### config.mk
export PLATFORM = sky130hd
export DESIGN_NAME = mux_scan_ctrl
export DESIGN_NICKNAME = d
export VERILOG_FILES = /design/src/rtl/mux_scan_ctrl.sv
export SDC_FILE = /design/constraint.sdc
export NUM_CORES = 1
export LEC_CHECK = 0
export ABC_CLOCK_PERIOD_IN_PS = 2100
export CAP_MARGIN = 10
export CORE_AREA = 2 2 58 87
export CTS_CLUSTER_DIAMETER = 40
export DETAILED_ROUTE_END_ITERATION = 6
export DIE_AREA = 0 0 60 89
export HOLD_SLACK_MARGIN = 0.02
export PLACE_DENSITY = 0.74
export SETUP_SLACK_MARGIN = 0.1
export SLEW_MARGIN = 10
export SYNTH_ARGS = -nofsm -noshare
export SYNTH_HDL_FRONTEND = slang
export SYNTH_SLANG_ARGS = --single-unit
### constraint.sdc
create_clock -name clk -period 2.1 [get_ports clk]
set_input_delay 0.42 -clock clk [delete_from_list [all_inputs] [get_ports clk]]
set_output_delay 0.42 -clock clk [all_outputs]
set_load 0.02 [all_outputs]
### src/rtl/mux_scan_ctrl.sv
// ============================================================================
// mux_scan_ctrl : steps an 8:1 mux select through every channel and
//                 assembles the sampled mux output into a registered byte.
// Rev 1.0
// ============================================================================
`default_nettype none

module mux_scan_ctrl #(
  parameter int NUM_CH = 8,
  parameter int SEL_W  = 3,
  parameter int SETTLE = 1
) (
  input  logic              clk,
  input  logic              rst,
  input  logic              start_i,
  input  logic              abort_i,
  input  logic [NUM_CH-1:0] mask_i,
  input  logic              y_i,
  output logic [SEL_W-1:0]  s_o,
  output logic [NUM_CH-1:0] data_out_o,
  output logic              valid_o,
  output logic              busy_o,
  output logic              done_o
);

  localparam int                CNT_W    = 4;
  localparam logic [CNT_W-1:0]  C_WAIT   = CNT_W'(SETTLE);
  localparam logic [SEL_W-1:0]  C_LAST   = SEL_W'(NUM_CH - 1);

  typedef enum logic [1:0] {
    ST_IDLE   = 2'd0,
    ST_SETTLE = 2'd1,
    ST_SAMPLE = 2'd2
  } state_t;

  state_t             state_q, state_d;
  logic [CNT_W-1:0]   wait_q, wait_d;
  logic [SEL_W-1:0]   ch_q, ch_d;
  logic [SEL_W-1:0]   s_q, s_d;
  logic [NUM_CH-1:0]  mask_q, mask_d;
  logic [NUM_CH-1:0]  shadow_q, shadow_d;
  logic [NUM_CH-1:0]  data_q, data_d;
  logic               valid_q, valid_d;
  logic               busy_q, busy_d;
  logic               done_q, done_d;
  logic [SEL_W-1:0]   ch_nxt;

  assign ch_nxt = ch_q + SEL_W'(1);

  // Enabled channels dwell in SETTLE first; masked ones (or SETTLE=0) sample at once.
  function automatic state_t slot_entry(input logic en);
    return (en && (SETTLE > 0)) ? ST_SETTLE : ST_SAMPLE;
  endfunction

  always_ff @(posedge clk or posedge rst) begin
    if (rst) begin
      state_q  <= ST_IDLE;
      wait_q   <= '0;
      ch_q     <= '0;
      s_q      <= '0;
      mask_q   <= '0;
      shadow_q <= '0;
      data_q   <= '0;
      valid_q  <= 1'b0;
      busy_q   <= 1'b0;
      done_q   <= 1'b0;
    end else begin
      state_q  <= state_d;
      wait_q   <= wait_d;
      ch_q     <= ch_d;
      s_q      <= s_d;
      mask_q   <= mask_d;
      shadow_q <= shadow_d;
      data_q   <= data_d;
      valid_q  <= valid_d;
      busy_q   <= busy_d;
      done_q   <= done_d;
    end
  end

  always_comb begin
    state_d  = state_q;
    wait_d   = wait_q;
    ch_d     = ch_q;
    s_d      = s_q;
    mask_d   = mask_q;
    shadow_d = shadow_q;
    data_d   = data_q;
    valid_d  = valid_q;
    busy_d   = busy_q;
    done_d   = 1'b0;

    if ((state_q != ST_IDLE) && abort_i) begin
      state_d = ST_IDLE;
      busy_d  = 1'b0;
      s_d     = '0;
    end else begin
      case (state_q)
        ST_IDLE: begin
          if (start_i) begin
            mask_d   = mask_i;
            shadow_d = '0;
            s_d      = '0;
            ch_d     = '0;
            busy_d   = 1'b1;
            valid_d  = 1'b0;
            wait_d   = C_WAIT;
            state_d  = slot_entry(mask_i[0]);
          end
        end
        ST_SETTLE: begin
          wait_d = wait_q - CNT_W'(1);
          if (wait_q <= CNT_W'(1)) begin
            state_d = ST_SAMPLE;
          end
        end
        ST_SAMPLE: begin
          shadow_d[ch_q] = y_i & mask_q[ch_q];
          if (ch_q != C_LAST) begin
            ch_d    = ch_nxt;
            s_d     = ch_nxt;
            wait_d  = C_WAIT;
            state_d = slot_entry(mask_q[ch_nxt]);
          end else begin
            data_d  = shadow_d;
            valid_d = 1'b1;
            done_d  = 1'b1;
            busy_d  = 1'b0;
            s_d     = '0;
            state_d = ST_IDLE;
          end
        end
        default: state_d = ST_IDLE;
      endcase
    end
  end

  assign s_o        = s_q;
  assign data_out_o = data_q;
  assign valid_o    = valid_q;
  assign busy_o     = busy_q;
  assign done_o     = done_q;

endmodule

`default_nettype wire

Word level (Yosys, flattened, before mapping)
Cells that the tools add are included.
{ "classes": {"magnitude_cmp": 4, "addsub": 2, "n_reduce_logical": 16, "n_bitwise": 3, "eq_ne": 9, "n_mux": 35} }
{ "ops": {"columns": ["cell", "n"], "rows": [
  ["8-bit case mux with 2 select lines", 1],
  ["2-bit two-way mux", 6],
  ["3-bit two-way mux", 4],
  ["3-bit != test, second input constant", 4],
  ["3-bit case mux with 2 select lines", 2],
  ["4-bit case mux with 3 select lines", 1],
  ["3-bit AND reduction", 4],
  ["4-bit AND reduction", 3],
  ["1-bit two-way mux", 11],
  ["8-bit bitwise mux", 1],
  ["3-bit by 4-bit < comparator with 1-bit output, second input constant", 2],
  ["4-bit two-way mux", 2],
  ["8-bit two-way mux", 1],
  ["1-bit binary-select mux with 3-bit select", 2],
  ["2-bit != test, second input constant", 3],
  ["2-bit case mux with 3 select lines", 1],
  ["3-bit nonzero test", 2],
  ["4-bit by 1-bit less-or-equal comparator with 1-bit output, second input constant", 1],
  ["1-bit case mux with 2 select lines", 2],
  ["2-bit AND reduction", 2],
  ["2-bit nonzero test", 2],
  ["4-bit by 1-bit subtractor with 4-bit output, second input constant", 1],
  ["3-bit by 1-bit adder with 3-bit output, second input constant", 1],
  ["1-bit demux with 3-bit select", 1],
  ["7 further kinds", 9]
]} }
{ "totals": {"reg_bits": 39, "out_inout_bits": 14} }

Depth between registers and ports, before layout
Gate-level depths: netlist of the first run.
{ "logic_depth": {"word_depth": 7, "ltp_mapped": 7, "mapped_depth_nobuf": 7} }

Least setup slack after synthesis of the first run
Ideal clock, no wire load.
{ "synth_path": {"path_type": "flip-flop to flip-flop", "start": "reg ch_q[0]", "end": "reg state_q[1]", "path_stages_with_launch": 7, "required_ns": 2.023, "setup_time_ns": 0.077, "setup_slack_ns": 0.231, "t_arrival_ns": 1.792, "synth_period_minus_slack_ns": 1.869, "cell_sequence": "dfrtp_1 -> ha_1 -> ha_1 -> mux4_2 -> mux2i_1 -> nand3_1 -> a21oi_1"} }
{ "synth_between": {"elab_chain_cells": 7, "word_cells_on_any_way": 8, "cone_classes": "add/sub: 1; eq/ne: 1; mux: 6"} }
{ "synth_lines": {"columns": ["item", "line", "rtl"], "rows": [
  ["start: declaration", "38", "logic [SEL_W-1:0] ch_q, ch_d;"],
  ["start signal: assignment", "70", "ch_q <= ch_d;"],
  ["3-bit by 1-bit adder with 3-bit output", "48", "assign ch_nxt = ch_q + SEL_W'(1);"],
  ["1-bit binary-select mux with 3-bit select", "123", "state_d = slot_entry(mask_q[ch_nxt]);"],
  ["1-bit two-way mux (not written as such)", "123", null],
  ["2-bit two-way mux", "52", "return (en && (SETTLE > 0)) ? ST_SETTLE : ST_SAMPLE;"],
  ["2-bit two-way mux (*)", "119", "if (ch_q != C_LAST) begin"],
  ["2-bit case mux with 3 select lines (*)", "98", "case (state_q)"],
  ["2-bit two-way mux (*)", "93", "if ((state_q != ST_IDLE) && abort_i) begin"],
  ["end signal: assignment", "68", "state_q <= state_d;"],
  ["end: declaration", "36", "state_t state_q, state_d;"]
]} }
Every way passes the cells marked *; elsewhere a longest branch is shown, timed or not. The select of a mux whose other input is x is not followed.
A chain may end at the register's enable or synchronous reset.

Final worst setup path of the first run
{ "layout_path": {"start": "reg ch_q[1]", "end": "reg state_q[1]"} }
The elaborated chain is that of the path after synthesis.

==> summary.txt, run 1 <==
Core Region: 4540 um2
Final GP Congestion: 0.848
Synthesized area: 1990 um2
CTS root buffer: clkbuf_8
Reg-to-reg startpoint: ch_q[1]$_DFFE_PP0P_
FF+latch count, synth: 39
IO Count: 27
Clock skew: 0.00448 ns
Simple-gate share of the synthesized area: 19.4%
Seq/Total Area, Yosys: 48.9%
CP delay by family, top: multiplexers
Hold WC Path Type: flip-flop to flip-flop
First-pass GRT wire length: 7500 um
Finished Cell Area: 2490 um2
P&R area growth vs syn: 24.8%
Rel. slew slack: 59.3%
Die ar.: 5340 um2
Layout Nets: 256
Overall power: 0.00253 W
Detailed placement HPWL: 3120 um
Port bufs: 26
Max stage delay on crit path: 0.50 ns
Pins Over Slew Limit: 0
Setup CP Type: flip-flop to flip-flop
Die Width: 60 um
Critical Path RT: 2.32 ns
PwrDens: 1020 nW/um2
Setup violations, final: 0
Tcrit/Tclk final: 90.6%
Setup_tns: 0 ns
XOR/XNOR Fraction of Synth Area: 0%
Yosys warning count: 0
H-tree Lvls: 2
Vias per inst: 5.18
Die span in y: 89 um
Post-synthesis compound-gate area fraction: 16.4%
Crit start category: flip-flop
Fmax: 526 MHz
CP max stage cell: mux4_2
Via total after detailed routing: 1565
Asr flop ratio synth: 100%
Post-synthesis adder-cell area fraction: 2.51%
Syn Area/Cell: 9.97 um2
Crit path DAT: 2.12 ns
CTS tree: built
ANT nets after route: 0
Most frequent cells in the layout: dfrtp_1 (39), nand2_1 (37), clkdlybuf4s50_1 (26), a21oi_1 (15), buf_4 (14)
Ant diodes: 0
Remaining DRCs: 0
Yosys cell types: 46
Vias in the first global route: 1608
Largest family of logic cells by synthesized area: simple AND/OR/NAND/NOR gates
Iter 0 DRT Violations: 40
Slew @ Worst Pin: 0.608 ns
Clk slew on worst S/H paths: 0.07 ns
Most used DFF post-synth: dfrtp_1
Leak: 1.12 nW
Hold Startpoint: data_out_o[5]$_DFFE_PP0P_
Final core utilization: 54.8%
WHS Path Cells: 2
Buf/Inv on CP: 0
Total Routing Usage GR: 18.8%
Post-synth EDFFs: 0
Status: finished, final reports clean
Largest net degree at the start of global routing: 40
Initial core utilization: 43.9%
Num CTS Buffers: 5
CTS sink cnt: 39
DR pass1 iterations: 4
Routed WL: 4170 um
Worst Setup SP: ch_q[1]$_DFFE_PP0P_
VDD IR-drop max: 0.625 mV
Worst-path cell chain: ha_2, ha_4, mux4_2, mux2i_2, nand3_1, a21oi_1
Initial antenna violation count: 0
Post-route minimum period: 1.90 ns
Final Hold Fails: 0
CP Capture Type: flip-flop
Max cap viols: 0
DR WL/cell: 13.8 um
Clk buf depth: 2
Max FO, Critical Path: 3
Syn_nets: 217
Total grt overflow: 0
Latest clock arrival within the worst-skew pair: 0.29 ns
RR Endpoint: state_q[1]$_DFFE_PP0P_
Syn Inst Count: 200
Num rows: 30
Commonest non-fill, non-tap cell in the layout: dfrtp_1
Ratio of cells with drive above 1 in the final layout: 15.5%
Multiplexer share of the synthesized area: 8.09%
RSZ-0062 raised after global routing: no
Hold path endpoint: data_out_o[5]$_DFFE_PP0P_
Worst Reg-to-Reg Cells: 6
R2R Setup Slk: 0.20 ns
Area after DPL: 2390 um2
-- timing repair --
action                                  4_1_cts  5_1_grt
resized for setup                             2        1
buffers inserted                              0        1
endpoints found under the setup margin        1        1
pin swaps                                     0        1
hold buffers                                  0        0
-- worst max path at each step --
stage,to,slack [ns],cells past startpoint
5_1_grt,state_q[1]$_DFFE_PP0P_,0.10,6
6_report,state_q[1]$_DFFE_PP0P_,0.20,6
4_1_cts,state_q[1]$_DFFE_PP0P_,0.15,6
3_3_place_gp,ch_q[0]$_DFFE_PP0P_,0.11,6
3_5_place_dp,state_q[1]$_DFFE_PP0P_,0.10,6
2_1_floorplan,state_q[1]$_DFFE_PP0P_,0.23,6
-- sequential cells by signal, summed over array words and instances (netlist names) --
register / cells
valid_o: 1
data_out_o: 8
done_o: 1
wait_q: 4
busy_o: 1
shadow_q: 8
ch_q: 3
state_q: 2
s_o: 3
mask_q: 8
-- per-stage QoR --
stage	std cells	hold WS (ns)	worst slack [ns]
after detailed placement	295	0.479	0.104
final	302	0.490	0.198
after global placement	295	0.469	0.107
after global routing	302	0.512	0.102
after floorplan	200	0.455	0.231
after CTS	301	0.499	0.149
-- cell type report --
| cell class | instances | area [um2] |
|---|---|---|
| clock buffer | 6 | 72.6 |
| fill | 424 | 2050 |
| inverter | 13 | 48.8 |
| multi-input combinational | 140 | 946 |
| sequential | 39 | 976 |
| tap | 64 | 80.1 |
| timing repair buffer | 40 | 365 |
-- Yosys cell counts, drive strengths merged (2+ instances only) --
| library cell | instances | area (um2) |
|---|---|---|
| dfrtp | 39 | 976 |
| nand2 | 37 | 139 |
| a21oi | 15 | 75.1 |
| o21ai | 14 | 70.1 |
| inv | 13 | 48.8 |
| nand3 | 8 | 57.6 |
| o22ai | 7 | 43.8 |
| and3 | 6 | 37.5 |
| buf | 5 | 31.3 |
| mux2 | 5 | 63.8 |
| ha | 4 | 50.1 |
| nand2b | 4 | 25.0 |
| nor2 | 4 | 15.0 |
| a21o | 3 | 22.5 |
| clkbuf | 3 | 11.3 |
| mux2i | 3 | 30.0 |
| mux4 | 3 | 67.6 |
| nand3b | 3 | 22.5 |
| nor3b | 3 | 27.5 |
| o211ai | 3 | 32.5 |
| and2 | 2 | 12.5 |
| or3b | 2 | 17.5 |
-- per-layer routing --
layer | GRT usage, % | vias up | wire length [um]
met5 | 0 | - | 0
met4 | 7.27 | 0 | 81
met3 | 3.47 | 6 | 95
met2 | 33.0 | 21 | 2310
met1 | 22.4 | 760 | 1680
li1 | - | 778 | -
-- report_power, final --
group | switching, W | internal (W)
Combinational | 0.000528 | 0.000486
Sequential | 0.000154 | 0.000909
Clock | 0.000234 | 0.000221
Total | 0.000916 | 0.00162
-- tightest hold or removal path, stage by stage, from the launching register on --
cell and delay (ns):
dfrtp_1 0.34, a21oi_1 0.06, o21ai_1 0.05
-- kinds of logic after synthesis --
family / after synthesis
AO/OA/AOI/OAI: 51
adder cells (fa/ha/maj): 4
buffers and inverters: 21
flip-flops: 39
multiplexers: 11
AND/OR/NAND/NOR: 74
Note: power is estimated with default switching activity, not from simulation.
==> run 2: changes to the inputs <==
--- a/config.mk
+++ b/config.mk
@@ -14,6 +14,7 @@
 export HOLD_SLACK_MARGIN = 0.02
 export PLACE_DENSITY = 0.74
 export SETUP_SLACK_MARGIN = 0.1
+export SKIP_CTS_REPAIR_TIMING = 1
 export SLEW_MARGIN = 10
 export SYNTH_ARGS = -nofsm -noshare
 export SYNTH_HDL_FRONTEND = slang
==> summary.txt, run 2 (same netlist as run 1, synthesis figures left out) <==
Status: finished, final reports clean
Layout fillers: 426
Num CTS Buffers: 5
Routed WL: 4180 um
Crit path DAT: 2.10 ns
Die ar.: 5340 um2
Vias per inst: 5.20
PwrDens: 1030 nW/um2
H-tree Lvls: 2
Setup CP Type: flip-flop to flip-flop
Storage element area: 976 um2
Via total after detailed routing: 1564
Die span in y: 89 um
Setup_tns: 0 ns
Initial antenna violation count: 0
CTS tree: built
Remaining DRCs: 0
Layout Nets: 255
RR Endpoint: state_q[1]$_DFFE_PP0P_
Largest net degree at the start of global routing: 40
Tcrit/Tclk final: 89.6%
Num rows: 30
Leak: 1.12 nW
Most frequent cells in the layout: dfrtp_1 (39), nand2_1 (37), clkdlybuf4s50_1 (26), a21oi_1 (15), buf_4 (13)
DR WL/cell: 13.9 um
Crit start category: flip-flop
Detailed placement HPWL: 3120 um
Max FO, Critical Path: 3
Reg-to-reg startpoint: ch_q[0]$_DFFE_PP0P_
Post-route minimum period: 1.88 ns
Critical Path RT: 2.32 ns
Iter 0 DRT Violations: 32
Hold WC Path Type: flip-flop to flip-flop
Slew @ Worst Pin: 0.622 ns
R2R Setup Slk: 0.22 ns
Final GP Congestion: 0.848
Area of the multi-input gates: 955 um2
Fmax: 532 MHz
CP Capture Type: flip-flop
Total Routing Usage GR: 18.8%
Worst Reg-to-Reg Cells: 6
Clk buf depth: 2
IO Count: 27
DR pass1 iterations: 4
Total grt overflow: 0
First-pass GRT wire length: 7470 um
Vias in the first global route: 1613
VDD IR-drop max: 0.623 mV
Ant diodes: 0
P&R area growth vs syn: 24.8%
Max cap viols: 0
Pins Over Slew Limit: 0
Initial core utilization: 43.9%
CTS root buffer: clkbuf_8
Rel. slew slack: 58.4%
ANT nets after route: 0
Ratio of cells with drive above 1 in the final layout: 15.2%
Die Width: 60 um
Core Region: 4540 um2
Latest clock arrival within the worst-skew pair: 0.29 ns
Port bufs: 26
Final Hold Fails: 0
RSZ-0062 raised after global routing: no
Setup violations, final: 0
Worst setup endpoint: state_q[1]$_DFFE_PP0P_
Clk slew on worst S/H paths: 0.07 ns
Clock skew: 0.00687 ns
CTS sink cnt: 39
Overall power: 0.00256 W
Commonest non-fill, non-tap cell in the layout: dfrtp_1
Worst Setup SP: ch_q[0]$_DFFE_PP0P_
==> run 2: changes by cell type in the layout (fill, tap and decap cells not counted) <==
cell and change:
mux2i_2 -1, buf_4 -1, mux2i_4 +1
==> run 2: final cells by class <==
cell class	count	area share (%)
sequential	39	39.2
timing repair buffer	39	14.4
tap	64	3.22
multi-input combinational	140	38.3
inverter	13	1.96
clock buffer	6	2.91
==> run 2: metrics by stage <==
stage                     utilization (%)  instances  cell area, um2  hold slack, ns  setup WS, ns
after floorplan                         -        200            1990           0.455         0.231
after global placement               52.6        295            2390           0.469         0.107
after detailed placement             52.6        295            2390           0.479         0.104
after CTS                            54.2        301            2460           0.499        0.0853
after global routing                 54.8        301            2490           0.512         0.132
final                                54.8        301            2490           0.490         0.219
==> run 2: metal layers <==
metal,up-vias,global-route usage (%),wire [um]
li1,776,-,-
met5,-,0,0
met2,33,33.0,2320
met1,750,22.2,1640
met3,5,3.47,129
met4,0,7.27,93
==> run 2: worst max-delay path, cell delays in order, from the launching register on <==
cell	delay (ns)
dfrtp_1	0.39
ha_2	0.21
ha_4	0.29
mux4_2	0.52
mux2i_4	0.17
nand3_1	0.09
a21oi_1	0.14
==> run 2: how the worst min path moves through the flow <==
stage | start | end | slack (ns) | depth (start not counted)
6_report | data_out_o[5]$_DFFE_PP0P_ | data_out_o[5]$_DFFE_PP0P_ | 0.49 | 2
5_1_grt | valid_o$_DFFE_PP0P_ | valid_o$_DFFE_PP0P_ | 0.51 | 2
4_1_cts | data_out_o[2]$_DFFE_PP0P_ | data_out_o[2]$_DFFE_PP0P_ | 0.50 | 2
3_5_place_dp | valid_o$_DFFE_PP0P_ | valid_o$_DFFE_PP0P_ | 0.48 | 2
3_3_place_gp | valid_o$_DFFE_PP0P_ | valid_o$_DFFE_PP0P_ | 0.47 | 2
2_1_floorplan | mask_q[2]$_DFFE_PP0P_ | mask_q[2]$_DFFE_PP0P_ | 0.46 | 2
==> run 2: power by group <==
group / internal [W] / total (W) / leakage [nW] / switching [W]
logic: 0.000501 / 0.00104 / 0.559 / 0.000540
clock network: 0.000221 / 0.000457 / 0.0371 / 0.000236
registers: 0.000909 / 0.00106 / 0.519 / 0.000154
total: 0.00163 / 0.00256 / 1.12 / 0.000930
==> run 3: changes to the inputs <==
--- a/config.mk
+++ b/config.mk
@@ -7,10 +7,9 @@
 export LEC_CHECK = 0
 export ABC_CLOCK_PERIOD_IN_PS = 2100
 export CAP_MARGIN = 10
-export CORE_AREA = 2 2 58 87
-export CTS_CLUSTER_DIAMETER = 40
+export CORE_AREA = 2 2 67 75
 export DETAILED_ROUTE_END_ITERATION = 6
-export DIE_AREA = 0 0 60 89
+export DIE_AREA = 0 0 69 77
 export HOLD_SLACK_MARGIN = 0.02
 export PLACE_DENSITY = 0.74
 export SETUP_SLACK_MARGIN = 0.1
==> summary.txt, run 3 (same netlist as run 1, synthesis figures left out) <==
Core Region: 4550 um2
Post-route minimum period: 1.91 ns
Tcrit/Tclk final: 91.0%
Remaining DRCs: 0
ANT nets after route: 0
Vias in the first global route: 1625
Vias per inst: 5.29
Layout Nets: 254
Iter 0 DRT Violations: 98
Critical Path RT: 2.31 ns
Rel. slew slack: 61.0%
Status: finished, final reports clean
Clk buf depth: 2
Crit start category: flip-flop
DR WL/cell: 14.2 um
Layout fillers: 424
First-pass GRT wire length: 7480 um
Sw Ratio: 36.7%
Max stage delay on crit path: 0.50 ns
Final Hold Fails: 0
Slew @ Worst Pin: 0.583 ns
RR Endpoint: state_q[1]$_DFFE_PP0P_
CP max stage cell: mux4_2
VDD IR-drop max: 0.583 mV
Reg-to-reg startpoint: ch_q[0]$_DFFE_PP0P_
Largest net degree at the start of global routing: 40
Latest clock arrival within the worst-skew pair: 0.28 ns
Clk slew on worst S/H paths: 0.07 ns
Hold path endpoint: s_o[0]$_DFFE_PP0P_
CTS tree: built
Crit path DAT: 2.12 ns
Max FO, Critical Path: 3
Routed WL: 4180 um
Fmax: 524 MHz
H-tree Lvls: 2
Num rows: 26
Num CTS Buffers: 5
Commonest non-fill, non-tap cell in the layout: dfrtp_1
Worst Reg-to-Reg Cells: 6
Initial antenna violation count: 0
Final core utilization: 54.2%
Total grt overflow: 0
WHS Path Cells: 1
R2R Setup Slk: 0.19 ns
Ant diodes: 0
RSZ-0062 raised after global routing: no
NetSw: 0.000942 W
Final GP Congestion: 0.889
IO Count: 27
P_int: 0.00162 W
Reg power frac: 40.8%
Leak: 1.12 nW
Total Routing Usage GR: 17.0%
Clock skew: 0.00430 ns
Hold WC Path Type: flip-flop to flip-flop
Ratio of cells with drive above 1 in the final layout: 14.7%
Die span in y: 77 um
CP Capture Type: flip-flop
Comb power frac: 40.5%
Initial core utilization: 43.8%
DR pass1 iterations: 4
PwrDens: 1040 nW/um2
Setup violations, final: 0
Pins Over Slew Limit: 0
Hold Startpoint: s_o[0]$_DFFE_PP0P_
Max cap viols: 0
Buf/Inv on CP: 0
Detailed placement HPWL: 2970 um
Clock power frac: 18.7%
Setup CP Type: flip-flop to flip-flop
P&R area growth vs syn: 23.8%
Via total after detailed routing: 1555
Die ar.: 5310 um2
Port bufs: 26
Worst-path cell chain: ha_1, ha_4, mux4_2, mux2i_2, nand3_1, a21oi_1
CTS root buffer: clkbuf_8
Setup_tns: 0 ns
Most frequent cells in the layout: dfrtp_1 (39), nand2_1 (37), clkdlybuf4s50_1 (26), a21oi_1 (15)
CP delay by family, top: multiplexers
CTS sink cnt: 39
Die Width: 69 um
[run 3: worst max-delay path by stage]
stage / cells after the start / startpoint / slack, ns / to
4_1_cts: 6 / ch_q[0]$_DFFE_PP0P_ / 0.11 / state_q[1]$_DFFE_PP0P_
3_5_place_dp: 6 / abort_i / 0.08 / ch_q[0]$_DFFE_PP0P_
6_report: 6 / ch_q[0]$_DFFE_PP0P_ / 0.19 / state_q[1]$_DFFE_PP0P_
2_1_floorplan: 6 / ch_q[0]$_DFFE_PP0P_ / 0.23 / state_q[1]$_DFFE_PP0P_
3_3_place_gp: 6 / start_i / 0.10 / ch_q[2]$_DFFE_PP0P_
5_1_grt: 6 / ch_q[0]$_DFFE_PP0P_ / 0.1 / state_q[1]$_DFFE_PP0P_
[run 3: metal layers]
layer  global-route usage [%]  vias up  part of all wire, %
met3                     3.68        4                  4.4
met5                        0        -                    0
li1                         -      778                    -
met1                     22.0      736                   44
met2                     29.4       37                   51
met4                     3.14        0                 0.69
[run 3: layout make-up]
class                      count  area [um2]  area share, %
sequential                    39         976           39.5
clock inverter                 1        5.00          0.203
timing repair buffer          38         350           14.2
inverter                      13        48.8           1.98
multi-input combinational    140         943           38.2
tap                           56        70.1           2.84
clock buffer                   7        76.3           3.09
[run 3: through the flow]
step	setup slack [ns]	power, W	std cells	hold WS (ns)	instance area, um2
2_1_floorplan	0.231	0.00178	200	0.455	1990
3_5_place_dp	0.0787	0.00207	286	0.472	2370
5_1_grt	0.0996	0.00275	294	0.524	2470
3_3_place_gp	0.104	0.00203	286	0.465	2370
6_report	0.190	0.00256	294	0.487	2470
4_1_cts	0.107	0.00256	294	0.490	2450
[run 3: power by group through the flow]
| stage | clock [W] | sequential (W) | combinational, W |
|---|---|---|---|
| floorplan | 0 | 0.00103 | 0.000755 |
| global placement | 0 | 0.00105 | 0.000982 |
| detailed placement | 0 | 0.00106 | 0.00102 |
| CTS | 0.000497 | 0.00104 | 0.00102 |
| global route | 0.000524 | 0.00107 | 0.00115 |
| finish | 0.000481 | 0.00105 | 0.00104 |
